File: config.mk
export PLATFORM = sky130hd
export DESIGN_NAME = uart_tx_arbiter
export DESIGN_NICKNAME = d
export VERILOG_FILES = /design/src/rtl/uart_tx_arbiter.sv
export SDC_FILE = /design/constraint.sdc
export NUM_CORES = 1
export LEC_CHECK = 0
export ABC_AREA = 1
export BUFFER_PORTS_ARGS = -buffer_cell sky130_fd_sc_hd__buf_4
export CAP_MARGIN = 20
export CORE_MARGIN = 1.5
export CORE_UTILIZATION = 43
export DETAILED_ROUTE_END_ITERATION = 6
export PLACE_DENSITY = 0.76
export SYNTH_ARGS = -nofsm -noshare
export SYNTH_HDL_FRONTEND = slang
export SYNTH_SLANG_ARGS = --single-unit
File: constraint.sdc
create_clock -name clk -period 1.6 [get_ports clk]
set_input_delay 0.16 -clock clk [delete_from_list [all_inputs] [get_ports clk]]
set_output_delay 0.16 -clock clk [all_outputs]
set_load 0.02 [all_outputs]
File: src/rtl/uart_tx_arbiter.sv
// uart_tx_arbiter: round-robin arbiter sharing one UART word transmitter among NUM_REQ requesters.
//   clk, rst       : rising-edge clock, asynchronous active-high reset
//   req_i, word_i  : per-requester level request and packed 32-bit word (requester k at [32k+31:32k])
//   ack_o, err_o   : one-cycle completion pulse / timeout flag to the granted requester
//   tx_start_o     : one-cycle start pulse to the word transmitter
//   tx_word_o      : registered word being transmitted
//   tx_done_i      : completion pulse from the word transmitter
//   busy_o         : transaction in progress
//   grant_id_o     : index of the current/last granted requester
module uart_tx_arbiter #(
    parameter int NUM_REQ = 4,
    parameter int TIMEOUT = 65535,
    parameter int IDW = $clog2(NUM_REQ)
) (
    input  logic                   clk,
    input  logic                   rst,
    input  logic [NUM_REQ-1:0]     req_i,
    input  logic [32*NUM_REQ-1:0]  word_i,
    output logic [NUM_REQ-1:0]     ack_o,
    output logic [NUM_REQ-1:0]     err_o,
    output logic                   tx_start_o,
    output logic [31:0]            tx_word_o,
    input  logic                   tx_done_i,
    output logic                   busy_o,
    output logic [IDW-1:0]         grant_id_o
);
    // A disabled watchdog still needs a legal one-bit timer.
    localparam int TW = (TIMEOUT > 0) ? $clog2(TIMEOUT + 1) : 1;
    localparam logic [1:0] IDLE = 2'd0, START = 2'd1, WAIT = 2'd2, DONE = 2'd3;
    logic [1:0] state;
    logic [IDW-1:0] rr_ptr, winner;
    logic [TW-1:0] timer;
    logic err_q, timed_out;
    logic [31:0] words [NUM_REQ];
    for (genvar g = 0; g < NUM_REQ; g++) begin : g_words
        assign words[g] = word_i[32*g +: 32];
    end
    // Scan offsets from highest to lowest so the smallest offset from rr_ptr wins.
    always_comb begin
        winner = rr_ptr;
        for (int i = NUM_REQ - 1; i >= 0; i--)
            if (req_i[(int'(rr_ptr) + i) % NUM_REQ]) winner = IDW'((int'(rr_ptr) + i) % NUM_REQ);
    end
    assign timed_out  = (TIMEOUT != 0) && (timer == TW'(TIMEOUT - 1));
    assign busy_o     = state != IDLE;
    assign tx_start_o = state == START;
    assign ack_o      = (state == DONE) ? NUM_REQ'(1) << grant_id_o : '0;
    assign err_o      = err_q ? ack_o : '0;
    always_ff @(posedge clk or posedge rst) begin
        if (rst) begin
            state      <= IDLE;
            rr_ptr     <= '0;
            grant_id_o <= '0;
            tx_word_o  <= '0;
            timer      <= '0;
            err_q      <= 1'b0;
        end else begin
            case (state)
                IDLE: if (|req_i) begin
                    grant_id_o <= winner;
                    tx_word_o  <= words[winner];
                    err_q      <= 1'b0;
                    state      <= START;
                end
                START: begin
                    timer <= '0;
                    state <= WAIT;
                end
                // Done is checked first so a coincident limit raises no error.
                WAIT: if (tx_done_i) begin
                    err_q <= 1'b0;
                    state <= DONE;
                end else if (timed_out) begin
                    err_q <= 1'b1;
                    state <= DONE;
                end else if (timer != '1) begin
                    timer <= timer + 1'b1;
                end
                default: begin
                    rr_ptr <= (grant_id_o == IDW'(NUM_REQ - 1)) ? '0 : grant_id_o + 1'b1;
                    err_q  <= 1'b0;
                    state  <= IDLE;
                end
            endcase
        end
    end
endmodule

==> metrics.md <==
| Metric | Value |
|---|---|
| XOR/XNOR Fraction of Synth Area | 1.56% |
| Clock-pin slew on the worst setup and hold paths | approximately 110 ps |
| Cell variety after synth | 26 |
| Worst Path Buf+Inv | 4 |
| CTS Sinks | 55 |
| Die area | 9750 um2 |
| Most used cell, CP | nand2_2 |
| CTS H-tree depth | 2 |
| Maximum vdd drop | 1490 uV |
| CP Cell Sequence | buf_6, nand2_1, nand2_2, nand2_1, nand2_2, inv_2, nand2_4, nand3_4, buf_12, nand2_8, buf_12, nand2_4, nand3_2, nand3_2, nand2_2 |
| Synth area leaders | dfrtp_1, nand3_1, nand2_1 |
| Top Ports | approximately 180 |
| Worst hold path class | in -> reg |
| Period utilization | 127% |
| Synth Area in Compound Gates | 3.43% |
| Hold Vio Cnt, Final | 0 |
| Maxcap violations | 0 |
| Synth-to-layout area growth | 80.4% |
| First-pass GRT wire length | roughly 22000 um |
| WHS | about 150 ps |
| Remaining DRCs | 18 |
| Clock buffer depth | 2 |
| Routability congestion estimate from global placement | around 0.9 |
| Yosys top cell area share | a little over a third |
| Multiplexer share of the synthesized area | 0% |
| Chip Height | between 90 and 100 um |
| Fin Clk Skew | between 10 and 15 ps |
| Cell count after placement | about 900 |
| Vias | ~5.6k |
| Clock Root Buffer | clkbuf_8 |
| FF-to-FF setup slack | -440 ps |
| Sequential-to-total area share from yosys stat | 34.9% |
| Slew Limit Fails | 0 |
| GR Util All Layers | 28.4% |
| Critical Path Sink Type | flop |
| WP depth | 15 |
| Setup TNS Final | -16160 ps |
| Worst R2R Start | rr_ptr[0] |
| R2R cell count | 15 |
| Layout net count | just under 1k |
| Die X | 98.7 um |
| Fin worst setup slack | -436 ps |
| Largest family of logic cells by synthesized area | simple AND/OR/NAND/NOR gates |
| Total grt overflow | 0 |
| Setup Viol. Count Final | between 50 and 60 |
| Mapped Area | 3940 um2 |
| CP Launch Type | flop |
| Share of post-route cells with drive strength above 1 | 52.3% |
| Routed wire length | 19100 um |
| CP max FO | 8 |
| Cts bufs inserted | 5 |
| IO buf count | 178 |
| RSZ-0062 raised after global routing | true |
| Worst setup path end | tx_word_o[3] |
| WL/cell | between 20 and 25 um |
| Crit path from | rr_ptr[0] |
| Post-Synth Adder-Cell Area | ~3.2% |
| Pre-Repair DR Iteration Count | 7 |
| CTS tree | built |
| Antenna diode count | 0 |
| Syn_nets | 738 |
| Mapped Cells | between 500 and 600 |
| Yosys warnings | 0 |
| Path type of the worst setup path | reg -> reg |
| CP max-delay cell | dfrtp_2 |
| Dpl cell area | between 5000 and 6000 um2 |
| Fin crit period | roughly 2000 ps |
| Final Power | ~18 mW |
| DP Wirelength | between 10000 and 15000 um |
| Crit path required time | approximately 1800 ps |
| Worst EP arrival | 2260 ps |
| Initial antenna violation count | 0 |
| Failing checks | design-rule violations, negative setup slack |
| CORE AREA | about 8800 um2 |
| Syn_area_per_cell | around 6.6 um2 |
| Starting Density | 44.7% |
| Fin area | approximately 7100 um2 |
| Seq cells post-synth | 55 |
| Outcome | complete, but fails checks |
| Clk_lat worst skew | 330 ps |
| CP top delay family | simple AND/OR/NAND/NOR gates |
| Site row count | 34 |
| Routed vias/inst | approximately 6 |
| Slew @ Worst Pin | between 300 and 400 ps |
| Worst rel slew slack | 75.1% |
| Non-Filler Instances | 940 |
| Pleak | between 3 and 4 nW |
| DR iter-0 viols | about 480 |
| Peak per-stage delay on the critical path | between 400 and 500 ps |
| Area leader, netlist | dfrtp_1 |
| Reg-to-Reg End | tx_word_o[3] |
| Vias in the first global route | roughly 4.7k |
| Largest net degree at the start of global routing | 65 |
| Final ANT Viol Nets | 0 |
| Simple-gate area share of the yosys netlist | between 40% and 50% |
| Achievable Freq | 0.491 GHz |
| Pwr dens | roughly 2500 nW/um2 |
sequential cells by signal (all words and copies together) (netlist names):
| register | cells |
|---|---|
| err_q | 1 |
| grant_id_o | 2 |
| timer | 16 |
| state | 2 |
| rr_ptr | 2 |
| tx_word_o | 32 |
synthesized netlist by cell type (all sizes together):
master  instances
nand4           4
nor2           30
o31ai           7
clkbuf          7
xnor2           1
nor4            3
xor2            6
nand3         174
dfrtp          55
o21ai          13
ha             10
nor3            4
inv            41
a22oi           1
buf            30
nand2         204
and3            1
a21oi           2
how the worst min path moves through the flow:
stage	startpoint	endpoint	slack (ps)	cells past startpoint
after floorplan	tx_done_i	err_q	360	3
after global routing	tx_done_i	err_q	170	4
after global placement	rst	tx_word_o[13]	250	3
final	word_i[46]	tx_word_o[14]	150	5
after detailed placement	rst	tx_word_o[13]	250	3
after CTS	word_i[63]	tx_word_o[31]	140	5
cells by family (layout without fill, tap and decap cells):
group / after synthesis / in the layout
adder cells (fa/ha/maj): 10 / 10
flip-flops: 55 / 55
AO/OA/AOI/OAI: 23 / 23
XOR/XNOR: 7 / 7
AND/OR/NAND/NOR: 420 / 421
buffers and inverters: 78 / 316
metrics by stage:
stage | utilization [%] | setup WS (ps)
final | 80.7 | -436
after global routing | 80.7 | -496
after CTS | 68.9 | -242
after detailed placement | 64.4 | -419
after global placement | 64.4 | -257
after floorplan | - | -72.6
placed cells by master (no fill, tap or decap), drive strengths merged:
cell type,count
a22oi,1
nor4,3
xor2,6
and3,1
inv,41
nor3,4
clkbuf,15
dlygate4sd3,1
clkinvlp,1
nand3,174
a21oi,2
o31ai,7
dfrtp,55
ha,10
nand4,4
bufinv,2
nor2,30
o21ai,13
nand2,205
xnor2,1
buf,256
tightest hold or removal path: stages:
cell and delay (ps):
buf_4 80, nand2_2 50, nand3_2 60, nand3_2 50, nand2_1 50
power breakdown:
part / switching (mW) / internal, mW
Sequential: 0.406 / 1.96
Clock: 0.513 / 0.625
Combinational: 8.28 / 6.05
final cells by class:
cell class,count,area [um2]
Multi-Input combinational cell,461,2890
Tap cell,108,135
Clock buffer,5,68.8
Inverter,41,164
Fill cell,516,1700
Sequential cell,55,1380
Clock inverter,3,67.6
Timing Repair Buffer,267,2400
routing by layer:
layer	part of all wire (%)	GRT usage (%)	up-vias
li1	-	-	2429
met1	34	35.9	2579
met2	50	51.1	434
met3	9.6	3.90	136
met4	5.9	7.80	0
met5	0	0	-
repair_timing:
| item | CTS | global route |
|---|---|---|
| hold buffers | 1 | 0 |
| gates resized for setup | 57 | 154 |
| pin swaps | 8 | 63 |
| endpoints found under the hold margin | 55 | 0 |
| setup endpoints to repair | 58 | 59 |
| setup buffers | 9 | 9 |
| gates cloned | 1 | 18 |
(Power assumes the default switching activity.)
